`config.mk`:
```
export PLATFORM = sky130hd
export DESIGN_NAME = control_sequencer
export DESIGN_NICKNAME = d
export VERILOG_FILES = /design/src/rtl/cpu_ctrl_pkg.sv /design/src/rtl/ir_decoder.sv /design/src/rtl/control_sequencer.sv
export SDC_FILE = /design/constraint.sdc
export NUM_CORES = 1
export LEC_CHECK = 0
export CORE_MARGIN = 2
export CORE_UTILIZATION = 25
export DETAILED_ROUTE_END_ITERATION = 8
export GPL_TIMING_DRIVEN = 0
export SYNTH_ARGS = -nofsm -noshare
export SYNTH_HDL_FRONTEND = slang
export SYNTH_HIERARCHICAL = 1
export SYNTH_SLANG_ARGS = --single-unit
```
`constraint.sdc`:
```
create_clock -name clock -period 3.14 [get_ports clock]
set_input_delay 0.942 -clock clock [delete_from_list [all_inputs] [get_ports clock]]
set_output_delay 0.942 -clock clock [all_outputs]
set_load 0.02 [all_outputs]
```
`src/rtl/cpu_ctrl_pkg.sv`:
```
// -----------------------------------------------------------------------------
// cpu_ctrl_pkg
// Shared definitions for the hardwired control sequencer:
//   - state_t        : sequencer step (IDLE, fetch T0-T2, execute T3-T6, HALTED)
//   - instr_class_t  : execute-sequence family an opcode belongs to
//   - OP_*           : 5-bit opcode constants
//   - IR field positions (opcode [31:27], Ra [26:23], Rb [22:19], Rc [18:15])
//   - classify()     : opcode -> instruction class
// -----------------------------------------------------------------------------
package cpu_ctrl_pkg;

   typedef enum logic [3:0] {
      ST_IDLE,
      ST_T0,
      ST_T1,
      ST_T2,
      ST_T3,
      ST_T4,
      ST_T5,
      ST_T6,
      ST_HALTED
   } state_t;

   typedef enum logic [2:0] {
      CLS_ALU3,
      CLS_UNARY,
      CLS_MULDIV,
      CLS_NOP,
      CLS_HALT,
      CLS_ILLEGAL
   } instr_class_t;

   localparam int OPC_W   = 5;
   localparam int REG_W   = 4;
   localparam int OPC_LSB = 27;
   localparam int RA_LSB  = 23;
   localparam int RB_LSB  = 19;
   localparam int RC_LSB  = 15;

   localparam logic [OPC_W-1:0] OP_ADD  = 5'b00011;
   localparam logic [OPC_W-1:0] OP_SUB  = 5'b00100;
   localparam logic [OPC_W-1:0] OP_AND  = 5'b00101;
   localparam logic [OPC_W-1:0] OP_OR   = 5'b00110;
   localparam logic [OPC_W-1:0] OP_ROR  = 5'b00111;
   localparam logic [OPC_W-1:0] OP_ROL  = 5'b01000;
   localparam logic [OPC_W-1:0] OP_SHR  = 5'b01001;
   localparam logic [OPC_W-1:0] OP_SHRA = 5'b01010;
   localparam logic [OPC_W-1:0] OP_SHL  = 5'b01011;
   localparam logic [OPC_W-1:0] OP_MUL  = 5'b01111;
   localparam logic [OPC_W-1:0] OP_DIV  = 5'b10000;
   localparam logic [OPC_W-1:0] OP_NEG  = 5'b10001;
   localparam logic [OPC_W-1:0] OP_NOT  = 5'b10010;
   localparam logic [OPC_W-1:0] OP_NOP  = 5'b11010;
   localparam logic [OPC_W-1:0] OP_HALT = 5'b11011;

   function automatic instr_class_t classify(input logic [OPC_W-1:0] op);
      instr_class_t cls;
      case (op)
         OP_ADD, OP_SUB, OP_AND, OP_OR, OP_ROR,
         OP_ROL, OP_SHR, OP_SHRA, OP_SHL:         cls = CLS_ALU3;
         OP_NEG, OP_NOT:                          cls = CLS_UNARY;
         OP_MUL, OP_DIV:                          cls = CLS_MULDIV;
         OP_NOP:                                  cls = CLS_NOP;
         OP_HALT:                                 cls = CLS_HALT;
         default:                                 cls = CLS_ILLEGAL;
      endcase
      return cls;
   endfunction

endpackage

```
`src/rtl/ir_decoder.sv`:
```
// -----------------------------------------------------------------------------
// ir_decoder
// Purely combinational instruction decode for the control sequencer.
// Ports:
//   i_ir      in  32       IR contents
//   o_opcode  out 5        opcode field, forwarded as the ALU operation
//   o_cls     out class    execute-sequence family of the opcode
//   o_ra_oh   out NUM_GPR  one-hot of the Ra field
//   o_rb_oh   out NUM_GPR  one-hot of the Rb field
//   o_rc_oh   out NUM_GPR  one-hot of the Rc field
// -----------------------------------------------------------------------------
module ir_decoder
   import cpu_ctrl_pkg::*;
#(
   parameter int NUM_GPR = 16
) (
   input  logic [31:0]        i_ir,
   output logic [OPC_W-1:0]   o_opcode,
   output instr_class_t       o_cls,
   output logic [NUM_GPR-1:0] o_ra_oh,
   output logic [NUM_GPR-1:0] o_rb_oh,
   output logic [NUM_GPR-1:0] o_rc_oh
);

   logic [REG_W-1:0] w_ra;
   logic [REG_W-1:0] w_rb;
   logic [REG_W-1:0] w_rc;
   logic             w_unused_ir;

   assign o_opcode = i_ir[OPC_LSB +: OPC_W];
   assign w_ra     = i_ir[RA_LSB +: REG_W];
   assign w_rb     = i_ir[RB_LSB +: REG_W];
   assign w_rc     = i_ir[RC_LSB +: REG_W];
   // Immediate/address bits below Rc do not influence sequencing.
   assign w_unused_ir = ^i_ir[RC_LSB-1:0];

   assign o_cls = classify(o_opcode);

   always_comb begin
      o_ra_oh = '0;
      o_rb_oh = '0;
      o_rc_oh = '0;
      o_ra_oh[w_ra] = 1'b1;
      o_rb_oh[w_rb] = 1'b1;
      o_rc_oh[w_rc] = 1'b1;
   end

endmodule

```
`src/rtl/control_sequencer.sv`:
```
// -----------------------------------------------------------------------------
// control_sequencer
// Hardwired micro-sequencer for the single-bus datapath. Steps fetch (T0-T2)
// and execute (T3-T6) and drives registered, one-cycle-wide control strobes.
// Ports:
//   clock, clear          clock; asynchronous active-high reset
//   run                   1 = keep fetching; 0 = stop at next instruction boundary
//   mem_ready             memory read data valid (stretches T1 while low)
//   ir[31:0]              IR contents
//   PCout/MDRout/ZLowout/ZHighout, Rout[NUM_GPR]   bus-source selects (one per cycle)
//   Rin[NUM_GPR]          one-hot GPR load enable
//   PC_enable, IncPC, MAR_enable, MDR_enable, Read, IR_enable, Y_enable,
//   Z_low_enable, Z_high_enable, LO_enable, HI_enable            load strobes
//   operation[4:0]        ALU opcode, zero whenever Z enables are zero
//   busy, halted, illegal status; illegal is sticky until clear
//   instr_count[CNT_W]    retired instructions (halt/illegal excluded), wraps
// Every output is a register loaded with the controls of the step being
// entered, so each control set is stable for exactly one full cycle.
// The T3 controls are therefore formed from ir at the T2->T3 edge; the decoded
// class and register fields are captured at that same edge and used for T4-T6.
// -----------------------------------------------------------------------------
module control_sequencer
   import cpu_ctrl_pkg::*;
#(
   parameter int CNT_W   = 16,
   parameter int NUM_GPR = 16
) (
   input  logic               clock,
   input  logic               clear,
   input  logic               run,
   input  logic               mem_ready,
   input  logic [31:0]        ir,
   output logic               PCout,
   output logic               MDRout,
   output logic               ZLowout,
   output logic               ZHighout,
   output logic [NUM_GPR-1:0] Rout,
   output logic [NUM_GPR-1:0] Rin,
   output logic               PC_enable,
   output logic               IncPC,
   output logic               MAR_enable,
   output logic               MDR_enable,
   output logic               Read,
   output logic               IR_enable,
   output logic               Y_enable,
   output logic               Z_low_enable,
   output logic               Z_high_enable,
   output logic               LO_enable,
   output logic               HI_enable,
   output logic [OPC_W-1:0]   operation,
   output logic               busy,
   output logic               halted,
   output logic               illegal,
   output logic [CNT_W-1:0]   instr_count
);

   state_t                r_state;
   instr_class_t          r_cls;
   logic [OPC_W-1:0]      r_op;
   logic [NUM_GPR-1:0]    r_ra_oh;
   logic [NUM_GPR-1:0]    r_rb_oh;
   logic [NUM_GPR-1:0]    r_rc_oh;

   instr_class_t          w_cls;
   logic [OPC_W-1:0]      w_opcode;
   logic [NUM_GPR-1:0]    w_ra_oh;
   logic [NUM_GPR-1:0]    w_rb_oh;
   logic [NUM_GPR-1:0]    w_rc_oh;
   logic                  w_done;

   ir_decoder #(
      .NUM_GPR (NUM_GPR)
   ) u_ir_decoder (
      .i_ir     (ir),
      .o_opcode (w_opcode),
      .o_cls    (w_cls),
      .o_ra_oh  (w_ra_oh),
      .o_rb_oh  (w_rb_oh),
      .o_rc_oh  (w_rc_oh)
   );

   // Last execute step of an instruction that retires.
   assign w_done = ((r_state == ST_T3) && (r_cls == CLS_NOP))   ||
                   ((r_state == ST_T4) && (r_cls == CLS_UNARY)) ||
                   ((r_state == ST_T5) && (r_cls == CLS_ALU3))  ||
                    (r_state == ST_T6);

   // Decoded instruction held for the remaining execute steps.
   always_ff @(posedge clock) begin
      if (r_state == ST_T2) begin
         r_cls   <= w_cls;
         r_op    <= w_opcode;
         r_ra_oh <= w_ra_oh;
         r_rb_oh <= w_rb_oh;
         r_rc_oh <= w_rc_oh;
      end
   end

   always_ff @(posedge clock or posedge clear) begin
      if (clear) begin
         r_state       <= ST_IDLE;
         PCout         <= 1'b0;
         MDRout        <= 1'b0;
         ZLowout       <= 1'b0;
         ZHighout      <= 1'b0;
         Rout          <= '0;
         Rin           <= '0;
         PC_enable     <= 1'b0;
         IncPC         <= 1'b0;
         MAR_enable    <= 1'b0;
         MDR_enable    <= 1'b0;
         Read          <= 1'b0;
         IR_enable     <= 1'b0;
         Y_enable      <= 1'b0;
         Z_low_enable  <= 1'b0;
         Z_high_enable <= 1'b0;
         LO_enable     <= 1'b0;
         HI_enable     <= 1'b0;
         operation     <= '0;
         busy          <= 1'b0;
         halted        <= 1'b0;
         illegal       <= 1'b0;
         instr_count   <= '0;
      end else begin
         // Every strobe drops unless the step being entered asserts it.
         PCout         <= 1'b0;
         MDRout        <= 1'b0;
         ZLowout       <= 1'b0;
         ZHighout      <= 1'b0;
         Rout          <= '0;
         Rin           <= '0;
         PC_enable     <= 1'b0;
         IncPC         <= 1'b0;
         MAR_enable    <= 1'b0;
         MDR_enable    <= 1'b0;
         Read          <= 1'b0;
         IR_enable     <= 1'b0;
         Y_enable      <= 1'b0;
         Z_low_enable  <= 1'b0;
         Z_high_enable <= 1'b0;
         LO_enable     <= 1'b0;
         HI_enable     <= 1'b0;
         operation     <= '0;
         busy          <= 1'b0;
         halted        <= 1'b0;

         if (w_done) begin
            // run is only looked at here, so a mid-instruction drop is ignored.
            instr_count <= instr_count + CNT_W'(1);
            if (run) begin
               r_state    <= ST_T0;
               PCout      <= 1'b1;
               MAR_enable <= 1'b1;
               PC_enable  <= 1'b1;
               IncPC      <= 1'b1;
               busy       <= 1'b1;
            end else begin
               r_state <= ST_IDLE;
            end
         end else begin
            case (r_state)
               ST_IDLE: begin
                  if (run) begin
                     r_state    <= ST_T0;
                     PCout      <= 1'b1;
                     MAR_enable <= 1'b1;
                     PC_enable  <= 1'b1;
                     IncPC      <= 1'b1;
                     busy       <= 1'b1;
                  end
               end
               ST_T0: begin
                  r_state    <= ST_T1;
                  Read       <= 1'b1;
                  MDR_enable <= 1'b1;
                  busy       <= 1'b1;
               end
               ST_T1: begin
                  busy <= 1'b1;
                  if (mem_ready) begin
                     r_state   <= ST_T2;
                     MDRout    <= 1'b1;
                     IR_enable <= 1'b1;
                  end else begin
                     Read       <= 1'b1;
                     MDR_enable <= 1'b1;
                  end
               end
               ST_T2: begin
                  r_state <= ST_T3;
                  busy    <= 1'b1;
                  case (w_cls)
                     CLS_ALU3: begin
                        Rout     <= w_rb_oh;
                        Y_enable <= 1'b1;
                     end
                     CLS_UNARY: begin
                        Rout          <= w_rb_oh;
                        operation     <= w_opcode;
                        Z_low_enable  <= 1'b1;
                        Z_high_enable <= 1'b1;
                     end
                     CLS_MULDIV: begin
                        Rout     <= w_ra_oh;
                        Y_enable <= 1'b1;
                     end
                     // nop/halt/illegal spend T3 with no datapath activity.
                     default: ;
                  endcase
               end
               ST_T3: begin
                  case (r_cls)
                     CLS_ALU3: begin
                        r_state       <= ST_T4;
                        busy          <= 1'b1;
                        Rout          <= r_rc_oh;
                        operation     <= r_op;
                        Z_low_enable  <= 1'b1;
                        Z_high_enable <= 1'b1;
                     end
                     CLS_UNARY: begin
                        r_state <= ST_T4;
                        busy    <= 1'b1;
                        ZLowout <= 1'b1;
                        Rin     <= r_ra_oh;
                     end
                     CLS_MULDIV: begin
                        r_state       <= ST_T4;
                        busy          <= 1'b1;
                        Rout          <= r_rb_oh;
                        operation     <= r_op;
                        Z_low_enable  <= 1'b1;
                        Z_high_enable <= 1'b1;
                     end
                     CLS_HALT: begin
                        r_state <= ST_HALTED;
                        halted  <= 1'b1;
                     end
                     // CLS_NOP retires through w_done; only illegal lands here.
                     default: begin
                        r_state <= ST_HALTED;
                        halted  <= 1'b1;
                        illegal <= 1'b1;
                     end
                  endcase
               end
               ST_T4: begin
                  r_state <= ST_T5;
                  busy    <= 1'b1;
                  ZLowout <= 1'b1;
                  if (r_cls == CLS_MULDIV) begin
                     LO_enable <= 1'b1;
                  end else begin
                     Rin <= r_ra_oh;
                  end
               end
               ST_T5: begin
                  // Only mul/div still has a step left here.
                  r_state   <= ST_T6;
                  busy      <= 1'b1;
                  ZHighout  <= 1'b1;
                  HI_enable <= 1'b1;
               end
               ST_HALTED: begin
                  halted <= 1'b1;
               end
               default: begin
                  r_state <= ST_IDLE;
               end
            endcase
         end
      end
   end

endmodule

```
Word level (Yosys, flattened, before mapping)
Memory sizes are Yosys's and may differ from the RTL's.
Cells that the tools add are included.
{ "totals": {"register_bits": 124, "mem_bits_ro": 96, "inputBits": 36, "word_cells": 122, "memories": 1} }
{ "op_classes": {"add_sub_neg": 1, "n_lt_le_gt_ge": 6, "n_eq_ne": 17, "mux": 54, "bitwise": 2, "n_reduce_logical": 20} }
{ "mem_list": {"columns": ["name", "words", "width", "rd", "rd_ports_with_merged_regs", "write_ports", "line", "rtl"], "rows": [
  ["(name not given)", 32, 3, 1, 0, 0, "cpu_ctrl_pkg.sv:58", "case (op)"]
]} }
{ "op_table": {"columns": ["op", "count"], "rows": [
  ["case mux 16 bit (2 select lines)", 4],
  ["2-to-1 mux 16 bit", 4],
  ["case mux 4 bit (8 select lines)", 1],
  ["2-to-1 mux 1 bit", 29],
  ["adder 16 x 1 -> 16 bit (second input constant)", 1],
  ["== test 4 x 3 -> 1 bit (second input constant)", 4],
  ["2-to-1 mux 4 bit", 4],
  ["< comparator 4 x 5 -> 1 bit (second input constant)", 3],
  ["2-to-1 mux 5 bit", 3],
  ["demux 1 bit (select 4 bit)", 3],
  ["greater-or-equal comparator 4 x 1 -> 1 bit (second input constant)", 3],
  ["case mux 5 bit (2 select lines)", 1],
  ["== test 3 x 2 -> 1 bit (second input constant)", 3],
  ["== test 4 x 2 -> 1 bit (second input constant)", 2],
  ["case mux 1 bit (2 select lines)", 4],
  ["== test 3 x 1 -> 1 bit (second input constant)", 2],
  ["logical AND 1 bit", 6],
  ["logical NOT 3 bit", 2],
  ["!= test 3 bit (second input constant)", 2],
  ["AND reduction 3 bit", 2],
  ["OR reduction 2 bit", 3],
  ["OR reduction 5 bit", 1],
  ["== test 4 x 1 -> 1 bit (second input constant)", 1],
  ["== test 4 bit (second input constant)", 1],
  ["8 further kinds", 11]
]} }

Longest topological paths before layout
{ "logic_depth": {"depth_word": 7, "mapped_depth": 8, "mapped_depth_nobuf": 6} }

By module
Netlist, hierarchy kept.
{ "by_module_without_submodules": {"columns": ["mod", "n_inst", "cells_per_inst", "area_each_um2"], "rows": [
  ["control_sequencer", 1, 358, 4969.8],
  ["ir_decoder", 1, 87, 450.4]
]} }

Least setup slack after synthesis
No wires, ideal clock.
{ "synth_timing": {"path_type": "input to register", "from": "input ir[29]", "to": "register Rout[12]", "arrival_ns": 2.676, "path_slack_ns": 0.381, "path_stages": 7, "path_buffers": 2, "cell_sequence": "or3b_2 -> o22ai_1 -> nor2b_1 -> clkbuf_1 -> buf_2 -> a21oi_1 -> o22ai_1"} }
{ "synth_via": {"elab_chain_cells": 6, "elab_cells_between_ends": 8, "cone_classes": "eq/ne (2); mux (3); reduce/logical (2); memory (1)"} }
{ "synth_rtl": {"columns": ["item", "line", "rtl"], "rows": [
  ["start, declared", "control_sequencer.sv:32", "input logic [31:0] ir,"],
  ["memory (32 x 3 bit) (*)", null, null],
  ["via w_cls[1]", "control_sequencer.sv:64", "instr_class_t w_cls;"],
  ["== test 3 x 1 -> 1 bit or logical NOT 3 bit (tied branches)", "control_sequencer.sv:192", "case (w_cls)"],
  ["OR reduction 2 bit (no source line)", null, null],
  ["case mux 16 bit (2 select lines) (*)", "control_sequencer.sv:192", null],
  ["case mux 16 bit (2 select lines) (*)", "control_sequencer.sv:161", "case (r_state)"],
  ["2-to-1 mux 16 bit (*)", "control_sequencer.sv:147", "if (w_done) begin"],
  ["end signal, assigned", "control_sequencer.sv:194", "Rout <= w_rb_oh;"],
  ["end signal, assigned", "control_sequencer.sv:198", "Rout <= w_rb_oh;"],
  ["end signal, assigned", "control_sequencer.sv:204", "Rout <= w_ra_oh;"],
  ["end, declared", "control_sequencer.sv:37", "output logic [NUM_GPR-1:0] Rout,"]
]} }
Mark *: on every way through the listed nets, which the timed path passes. The rest lies on a longest branch.
A chain may end at the register's enable or synchronous reset.

Worst setup path after layout
{ "layout_timing": {"from": "input ir[31]", "to": "register Rout[14]"} }
Same word-level chain as after synthesis.

==> results.toml <==
[cells_and_area]
synthToLayoutAreaGrowth_pct = 34.0
final_nets = 593
drive_above_1_share = 0.128
fin_util = 0.343
diodes = 0

[placement]
hpwlAfterDp_um = 9360
place_congestion = 0.870
io_buffer_count = 91

[worst_setup_path]
startpoint_type = "input port"
worstPathArrival_ps = 3310
r2r_slack_ps = 720
endpoint_kind = "register"
cp_max_fo = 10
cpPeakStageDelay_ps = 570
critical_path_class = "in -> reg"
cp.required_ps = 3440
path_cells = "clkdlybuf4s50_1 -> or3b_2 -> o22ai_4 -> nor2b_1 -> clkbuf_2 -> buf_2 -> a21oi_1 -> o22ai_1"
cp_slowest_cell = "clkdlybuf4s50_1"

[synth]
synthesis.nets = 482
avgSynthCellArea_um2 = 12.2
synth_top_family_by_area = "simple AND/OR/NAND/NOR gates"
yosys.area_share.simple = 0.177
synth_common_cells = "68 x dfrtp_1, 56 x edfxtp_1, 34 x nor2_1"
synth_mux_area_frac = 0.0316
post-synth-top-count-cell = "dfrtp_1"
synth_edf_count = 56
synth_seq_cells = 124
synthAdderAreaFrac = 0.00231
ys_seq_area_frac = 0.624
synth_xor_area_frac = 0.0275
synth.distinct_cells = 54
postSynthCellCount = 445
synth_compound_area_frac = 0.0979
yosysTopAreaCellShare = 0.314
ys.warnings.count = 6
yosys.area.top_type = "dfrtp_1"
async_flop_share = 0.548
syn_area_mm2 = 0.00542
ys.flop_type = "dfrtp_1"
synth_area_leaders = "dfrtp_1 31%, edfxtp_1 31%, mux2i_1 3.0%"

[sta]
finalCriticalPeriod_ps = 3010
max_freq_mhz = 332
slew_headroom = 0.419
skew_ps = 11.0
rsz0062_at_grt = "no"
drv_slew = 0
worst_pin_slew_ps = 872
finalCritPeriodShare = 0.959
setup_violations = 0
hold_violations = 0

[global_routing]
grt_max_degree = 58
grt_pass1_wl_um = 19800
grt_use_total = 0.115
grt_pass1_vias = 3855
grt.overflow.total = 0
antenna_found_initial = 0

[floorplan]
pin_count = 107
die_y_um = 151
start_util = 0.256
die_x_um = 151
dieArea_mm2 = 0.0229
rows = 53
core_area_mm2 = 0.0212

[drt]
drc = 0
post_drt_wl_per_cell_um = 14.9
via_per_inst = 4.50
vias = 3797
drtAntennaViolNets = 0
first_pass_iters = 5
first_iter_violations = 195
routed_wl_um = 12600

[clock_network]
cts_sinks = 124
h-tree-depth = 4
postCtsSetupRepairBufs = 0
cts_root_buffer = "clkbuf_16"
clockBufferDepth = 2
clk_pin_slew_worst_paths_ps = 50
insertion_delay_ps = 420
numCtsBuffers = 17
tritoncts = "done"

[run_status]
status = "complete, no violations"

[power]
p_leak_nw = 2.89
pwr-share-comb = 0.246
p_clk_frac = 0.337
total_power_mw = 5.21
irDropWorstVdd_uv = 322
p_seq_frac = 0.418
p_switching_mw = 1.59
swShare = 0.305
p_per_area_mw_per_mm2 = 718
intPower_mw = 3.63

[worst_hold_path]
hold_path.class = "reg -> reg"

[job]
max-cap-violations = 0
-- per-stage QoR --
step / hold slack, ps / cells / setup TNS (ps) / instance area, µm² / setup WS, ps
finish: 446 / 844 / 0 / 7260 / 130
global route: 472 / 844 / 0 / 7260 / 24.1
CTS: 444 / 844 / 0 / 7260 / 4.73
detailed placement: 433 / 812 / -10430 / 6700 / -780
global placement: 448 / 811 / -52170 / 6680 / -774
floorplan: 427 / 445 / 0 / 5420 / 381
-- layout make-up --
class | count | area, µm²
plain buffers | 31 | 195
clock buffers | 20 | 457
clock inverters | 12 | 91.3
fillers | 2053 | 13900
inverters | 5 | 18.8
multi-input cells | 285 | 1840
flip-flops and latches | 124 | 3380
well taps | 275 | 344
repair buffers | 92 | 931
-- layout by cell type (no fill, tap or decap), types with 6 or more instances in the layout --
cell type	n
xor2_1	15
nor3_1	25
a21oi_1	29
nor2b_1	22
clkbuf_16	17
buf_2	8
buf_4	14
dfrtp_1	68
nand3_1	7
clkbuf_1	6
edfxtp_1	56
o21ai_0	6
nand2b_1	18
mux2i_1	16
o22ai_1	17
and2_1	17
nand2_1	19
clkdlybuf4s50_1	91
nor2_1	34
-- power by group through the flow --
stage	combinational, mW	clock (mW)	sequential [mW]
4_1_cts	1.29	1.82	2.19
6_report	1.28	1.76	2.18
3_3_place_gp	1.25	0	2.20
5_1_grt	1.39	1.88	2.21
3_5_place_dp	1.28	0	2.22
2_1_floorplan	0.718	0	2.27
-- final timing paths --
check	start	to	cells past startpoint
min reg2reg	r_ra_oh[8]$_DFFE_PP_	Rin[8]$_DFF_PP0_	1
max reg2reg	r_state[3]$_DFFE_PP0P_	Rout[14]$_DFF_PP0_	5
min in group asynchronous	clear	Rout[5]$_DFF_PP0_	2
max in group asynchronous	clear	instr_count[2]$_DFFE_PP0P_	3
min	r_ra_oh[8]$_DFFE_PP_	Rin[8]$_DFF_PP0_	1
max	ir[31]	Rout[14]$_DFF_PP0_	8
-- sequential cells by signal, summed over array words and instances (netlist names), 3 cells and up --
register / count
r_rc_oh: 16
r_ra_oh: 16
Rout: 16
r_cls: 3
Rin: 16
operation: 5
r_state: 4
r_op: 5
r_rb_oh: 16
instr_count: 16
-- critical path: cells and delay by family --
family                 cells  cell delay [ps]
AO/OA/AOI/OAI              3              650
buffers and inverters      3             1010
AND/OR/NAND/NOR            2              690
-- metal layers --
layer / wire length (µm) / GRT usage / vias up
met5: 0 / 0 / -
met2: 6060 / 0.185 / 116
li1: - / - / 1824
met1: 5410 / 0.136 / 1834
met4: 339 / 0.0636 / 0
met3: 781 / 0.0367 / 23
-- repair_timing --
action                                  in CTS  in global routing
hold buffers                                 0                  0
resized for setup                            2                  2
pin swaps                                    0                  1
gates cloned                                 0                  0
endpoints found under the setup margin      14                  9
-- cell families after synthesis --
family                   after synthesis
adder cells (fa/ha/maj)                1
buffers and inverters                 36
flip-flops                           124
AND/OR/NAND/NOR                      169
AO/OA/AOI/OAI                         81
multiplexers                          17
XOR/XNOR                              17
(Power assumes the default switching activity.)
==> variant 1, RTL diff (same flow settings) <==
The parameter `CNT_W` goes from 16 to 20.
--- a/src/rtl/control_sequencer.sv
+++ b/src/rtl/control_sequencer.sv
@@ -23,5 +23,5 @@
    import cpu_ctrl_pkg::*;
 #(
-   parameter int CNT_W   = 16,
+   parameter int CNT_W   = 20,
    parameter int NUM_GPR = 16
 ) (
Ports: changed (resized instr_count); port bits go from 107 to 111. No check against the original RTL was run, so the function may have changed too.
==> variant 1 against the original RTL <==
- count of clock-buffer cells in the layout down 2
- total power up 0.86%
- clock power up 5%
- worst setup slack worse by 0.020 ns
- area after synthesis down 1.3%
- sequential cell count up 4
- largest power group unchanged
- design area up 0.14%
- clock skew down 0.00074 ns
- die area down 1.3%
- wire length up 3.1%
- cell count down 1.5%
==> variant 1: results (changes against the original RTL) <==
| Result | Value | Unit | vs unedited |
| --- | --- | --- | --- |
| Proportion of register bits with asynchronous set or reset after synthesis | 56.3 | % | +1.4 points |
| Quantity of gates resized following cts | 3 | - | +1 |
| Pin count of the biggest net entering global routing | 57 | - | -1.7% |
| Total routing usage reported by global routing | 12.0 | % | +0.48 points |
| Unique cell type count in the Yosys netlist | 49 | - | -9.3% |
| Multiplexer area fraction after synthesis | 0.585 | % | -2.6 points |
| Global-route wire length before repair | 20500 | um | +3.3% |
| Cell count after placement | 798 | - | -1.7% |
| Status | complete, no violations | - |  |
| Setup slack at placement | -0.892 | ns | -0.112 ns |
| Synth top area cells | sky130_fd_sc_hd__dfrtp_1 (34%), sky130_fd_sc_hd__edfxtp_1 (31%), sky130_fd_sc_hd__a22oi_1 (4.5%), sky130_fd_sc_hd__xnor2_1 (2.9%), sky130_fd_sc_hd__nor2_1 (2.5%) | - |  |
| Share of synthesized cell area in full adder, half adder and majority cells | 0.421 | % | +0.19 points |
| Global Route met3 Usage | 3.70 | % | +0.022 points |
| Iteration count of the initial detailed-routing pass | 6 | - | +1 |
| Cell types with the highest counts after synthesis | sky130_fd_sc_hd__dfrtp_1 (72), sky130_fd_sc_hd__edfxtp_1 (56), sky130_fd_sc_hd__nor2_1 (35) | - |  |
| Met3 wirelength from detailed routing | 857 | um | +9.7% |
| Routed wire length per instance | 15.6 | um | +4.7% |
| Mapped Cells | 426 | - | -4.3% |
| Xor and xnor fraction of the mapped netlist area | 3.44 | % | +0.69 points |
| Met2 layer usage reported by global route | 18.5 | % | -0.052 points |
| Number of DRC markers after the initial detailed-route iteration | 254 | - | +30% |
| Arrival time reported for the critical path endpoint | 3.33 | ns | +0.02 ns |
| Total number of vias | 3863 | - | +1.7% |
| Total of buffers placed on input and output ports | 95 | - | +4.4% |
| Slew at the pin closest to its max-slew limit | 0.740 | ns | -0.131 ns |
| Syn Nets | 463 | - | -3.9% |
| Area fraction in compound gates after synthesis | 11.0 | % | +1.2 points |
| Final Wtd Congestion | 0.874 | - | +0.43% |
| Max rail drop VDD | 0.000312 | V | -3.1% |
| Clock tree skew after final layout | 0.0102 | ns | -0.000737 ns |
variant 1: cell types whose count changed after synthesis, moves of 12 or more:
cell                      delta
sky130_fd_sc_hd__a22oi_1    +32
sky130_fd_sc_hd__a21oi_1    -25
sky130_fd_sc_hd__nor2b_1    -17
sky130_fd_sc_hd__xnor2_1    +16
sky130_fd_sc_hd__mux2i_1    -14
sky130_fd_sc_hd__xor2_1     -12
variant 1: where the power goes:
group          internal (uW)  total, uW  switching (uW)  leakage (uW)
registers               2060       2170             114       0.00151
logic                    498       1240             740      0.000970
clock network           1100       1850             752      0.000264
variant 1: cells by family (layout without fill, tap and decap cells):
group | count (synthesis) | count (layout)
AND/OR/NAND/NOR | 157 | 157
flip-flops | 128 | 128
adder cells (fa/ha/maj) | 2 | 2
buffers and inverters | 36 | 166
XOR/XNOR | 21 | 21
AO/OA/AOI/OAI | 79 | 79
multiplexers | 3 | 3
variant 1: area by class of cell:
| class | count | share of cell area, % |
|---|---|---|
| Buffer | 29 | 2.37 |
| Clock buffer | 18 | 5.90 |
| Clock inverter | 14 | 1.81 |
| Inverter | 7 | 0.396 |
| Multi-Input combinational cell | 262 | 23.1 |
| Sequential cell | 128 | 47.9 |
| Tap cell | 275 | 4.73 |
| Timing Repair Buffer | 98 | 13.8 |
variant 1: worst max-delay path, cell delays in order:
cell and delay [ns]:
sky130_fd_sc_hd__clkdlybuf4s50_1 0.59, sky130_fd_sc_hd__or3b_2 0.48, sky130_fd_sc_hd__o22ai_1 0.31, sky130_fd_sc_hd__nor3b_2 0.35
sky130_fd_sc_hd__clkbuf_2 0.30, sky130_fd_sc_hd__a22oi_1 0.12, sky130_fd_sc_hd__o22ai_1 0.25
variant 1: worst paths after layout:
check	start	to	slack, ns	cells after the start
min in group asynchronous	clear	Rout[4]$_DFF_PP0_	0.82	2
max in group asynchronous	clear	Rout[15]$_DFF_PP0_	1.76	3
hold / removal	r_ra_oh[5]$_DFFE_PP_	Rin[5]$_DFF_PP0_	0.45	1
setup reg to reg	r_state[3]$_DFFE_PP0P_	operation[4]$_DFF_PP0_	0.83	7
setup / recovery	ir[31]	Rout[5]$_DFF_PP0_	0.11	7
hold reg to reg	r_ra_oh[5]$_DFFE_PP_	Rin[5]$_DFF_PP0_	0.45	1
variant 1: metrics by stage:
step / instance area [um2] / util [%] / hold slack (ns) / power [uW]
2_1_floorplan: 5350 / - / 0.427 / 2940
3_5_place_dp: 6690 / 31.8 / 0.438 / 3450
6_report: 7270 / 34.6 / 0.452 / 5260
5_1_grt: 7270 / 34.6 / 0.469 / 5530
3_3_place_gp: 6640 / 31.6 / 0.446 / 3400
4_1_cts: 7270 / 34.6 / 0.451 / 5320
==> variant 2, RTL diff (same flow settings) <==
Without the edit above. Register the output `instr_count` once more; this adds one clock of latency there. The other outputs are not delayed to match.
--- a/src/rtl/control_sequencer.sv
+++ b/src/rtl/control_sequencer.sv
@@ -55,4 +55,6 @@
 );
 
+   logic [CNT_W-1:0] instr_count_s0;
+
    state_t                r_state;
    instr_class_t          r_cls;
@@ -121,5 +123,5 @@
          halted        <= 1'b0;
          illegal       <= 1'b0;
-         instr_count   <= '0;
+         instr_count_s0 <= '0;
       end else begin
          // Every strobe drops unless the step being entered asserts it.
@@ -147,5 +149,5 @@
          if (w_done) begin
             // run is only looked at here, so a mid-instruction drop is ignored.
-            instr_count <= instr_count + CNT_W'(1);
+            instr_count_s0 <= instr_count_s0 + CNT_W'(1);
             if (run) begin
                r_state    <= ST_T0;
@@ -273,4 +275,8 @@
    end
 
+   always_ff @(posedge clock) begin
+      instr_count <= instr_count_s0;
+   end
+
 endmodule
 
Behaviour: not the same (Yosys sat finds a counterexample within 10 cycles, from zero or initial values).
==> variant 2 against the original RTL <==
- area after synthesis increased by 5.6%
- clock skew decreased by 0.0039 ns
- critical path depth unchanged
- design area increased by 6.0%
- wire length increased by 2.6%
- global-route usage decreased by 0.27 points
- total power increased by 8.7%
- sequential power increased by 6%
- worst setup slack improved by 0.0020 ns
- register-to-register slack got worse by 0.02 ns
- sequential share of layout area increased by 1.5 points
- via count increased by 0.74%
- sequential cell count increased by 16
==> variant 2: results (changes against the original RTL) <==
| Result | Value | Unit | vs unedited |
| --- | --- | --- | --- |
| Status | complete, no violations | - |  |
| Arrival time reported for the critical path endpoint | 3.32 | ns | about the same |
| Pin count of the biggest net entering global routing | 69 | - | +19% |
| Worst Min Path Start | instr_count_s0[15]$_DFFE_PP0P_ | - |  |
| Syn Nets | 480 | - | -0.41% |
| Total cell area at the placement stage | 0.00705 | mm2 | +5.3% |
| Layout cells sized above 1 | 17.2 | % | +4.3 points |
| Cell types with the highest counts after synthesis | sky130_fd_sc_hd__dfrtp_1 (68), sky130_fd_sc_hd__edfxtp_1 (56), sky130_fd_sc_hd__nor2_1 (36) | - |  |
| Layout Cells excl Fill | 856 | - | +1.4% |
| Switching part of the total power | 29.8 | % | -0.70 points |
| Cell area power density | 737 | mW/mm2 | +2.6% |
| Fraction of met1 tracks used by global routing | 14.9 | % | +1.3 points |
| Final nets | 595 | - | +0.34% |
| Synth top area cells | sky130_fd_sc_hd__dfrtp_1 (30%), sky130_fd_sc_hd__edfxtp_1 (29%), sky130_fd_sc_hd__dfxtp_1 (5.6%), sky130_fd_sc_hd__a22oi_1 (4.2%), sky130_fd_sc_hd__xor2_1 (2.6%) | - |  |
| Max rail drop VDD | 0.000398 | V | +24% |
| Static Leak | 0.00295 | uW | +2.1% |
| Global Route met3 Usage | 3.15 | % | -0.53 points |
| Global-route wire length before repair | 20800 | um | +4.8% |
| Routed wire length per instance | 15.1 | um | +1.2% |
| Number of DRC markers after the initial detailed-route iteration | 269 | - | +38% |
| Xor and xnor fraction of the mapped netlist area | 2.60 | % | -0.15 points |
| Destination of the worst hold path | instr_count[15]$_DFF_P_ | - |  |
| Proportion of register bits with asynchronous set or reset after synthesis | 48.6 | % | -6.3 points |
| Met2 layer usage reported by global route | 17.0 | % | -1.6 points |
| Total number of vias | 3825 | - | +0.74% |
| Starting utilization of the core area | 25.4 | % | -0.27 points |
| Worst slew margin relative to its limit | 46.3 | % | +4.5 points |
| Reg2Reg Depth | 7 | - | +2 |
| Capture point of the worst reg-to-reg path | operation[2]$_DFF_PP0_ | - |  |
| Multiplexer area fraction after synthesis | 0.765 | % | -2.4 points |
| Setup slack at placement | -0.759 | ns | +0.0203 ns |
| Share of synthesized cell area in full adder, half adder and majority cells | 0.219 | % | -0.012 points |
| Final Wtd Congestion | 0.818 | - | -6.0% |
| Number of fill cells | 2230 | - | +8.6% |
| Clock tree skew after final layout | 0.00704 | ns | -0.00392 ns |
| Area fraction in compound gates after synthesis | 13.9 | % | +4.1 points |
[variant 2: cell types whose count changed after synthesis, sizes merged, moves of 4 or more]
cell     unedited run  this run
a22oi               0        32
a21oi              29         5
nor2b              22         2
dfxtp               0        16
mux2i              16         1
a211oi              4        13
nand2              19        13
a2111oi             1         5
[variant 2: layout make-up]
cell class	count	area, um2	area share [%]
flip-flops and latches	140	3700	48.1
repair buffers	96	988	12.8
inverters	8	32.5	0.423
clock inverters	15	173	2.24
plain buffers	33	210	2.73
well taps	285	357	4.63
multi-input cells	262	1810	23.5
clock buffers	17	425	5.53
[variant 2: what timing repair did]
item,in CTS,in global routing
resized for setup,3,4
setup buffers,0,3
cloned,0,0
setup endpoints to repair,16,14
[variant 2: critical path, cell delays in order]
cell and delay (ns):
sky130_fd_sc_hd__clkdlybuf4s50_1 0.59, sky130_fd_sc_hd__or3b_2 0.50, sky130_fd_sc_hd__o21ai_0 0.13, sky130_fd_sc_hd__a211oi_2 0.17
sky130_fd_sc_hd__nor2_2 0.34, sky130_fd_sc_hd__clkbuf_2 0.31, sky130_fd_sc_hd__a22oi_1 0.10, sky130_fd_sc_hd__o22ai_1 0.24
[variant 2: per-layer routing]
layer  vias up  share of wire [%]
li1       1863                  -
met5         -                  0
met2        97                 47
met4         0                2.5
met3        19                4.6
met1      1846                 46
[variant 2: power groups by stage]
stage | combinational (uW) | clock (uW) | sequential [uW]
detailed placement | 1340 | 0 | 2360
CTS | 1350 | 2050 | 2320
global placement | 1300 | 0 | 2360
floorplan | 725 | 0 | 2440
global route | 1460 | 2120 | 2350
finish | 1330 | 2020 | 2320
[variant 2: worst max path at each step]
stage	startpoint	endpoint	slack, ns	depth (start not counted)
floorplan	ir[27]	Rout[10]$_DFF_PP0_	0.38	7
global placement	clear	Rout[2]$_DFF_PP0_	-0.86	2
detailed placement	ir[31]	Rout[5]$_DFF_PP0_	-0.76	7
CTS	ir[31]	Rout[6]$_DFF_PP0_	0.07	8
global route	ir[31]	Rout[5]$_DFF_PP0_	0.005	8
finish	ir[31]	Rout[5]$_DFF_PP0_	0.13	8
[variant 2: logic make-up after synthesis]
| kind of cell | count (synthesis) |
|---|---|
| AND/OR/NAND/NOR | 143 |
| XOR/XNOR | 17 |
| adder cells (fa/ha/maj) | 1 |
| buffers and inverters | 41 |
| AO/OA/AOI/OAI | 97 |
| flip-flops | 140 |
| multiplexers | 4 |
[variant 2: stage by stage]
stage	hold slack, ns	power, uW
2_1_floorplan	0.365	3170
3_3_place_gp	0.404	3660
3_5_place_dp	0.393	3700
4_1_cts	0.416	5720
5_1_grt	0.433	5940
6_report	0.409	5670
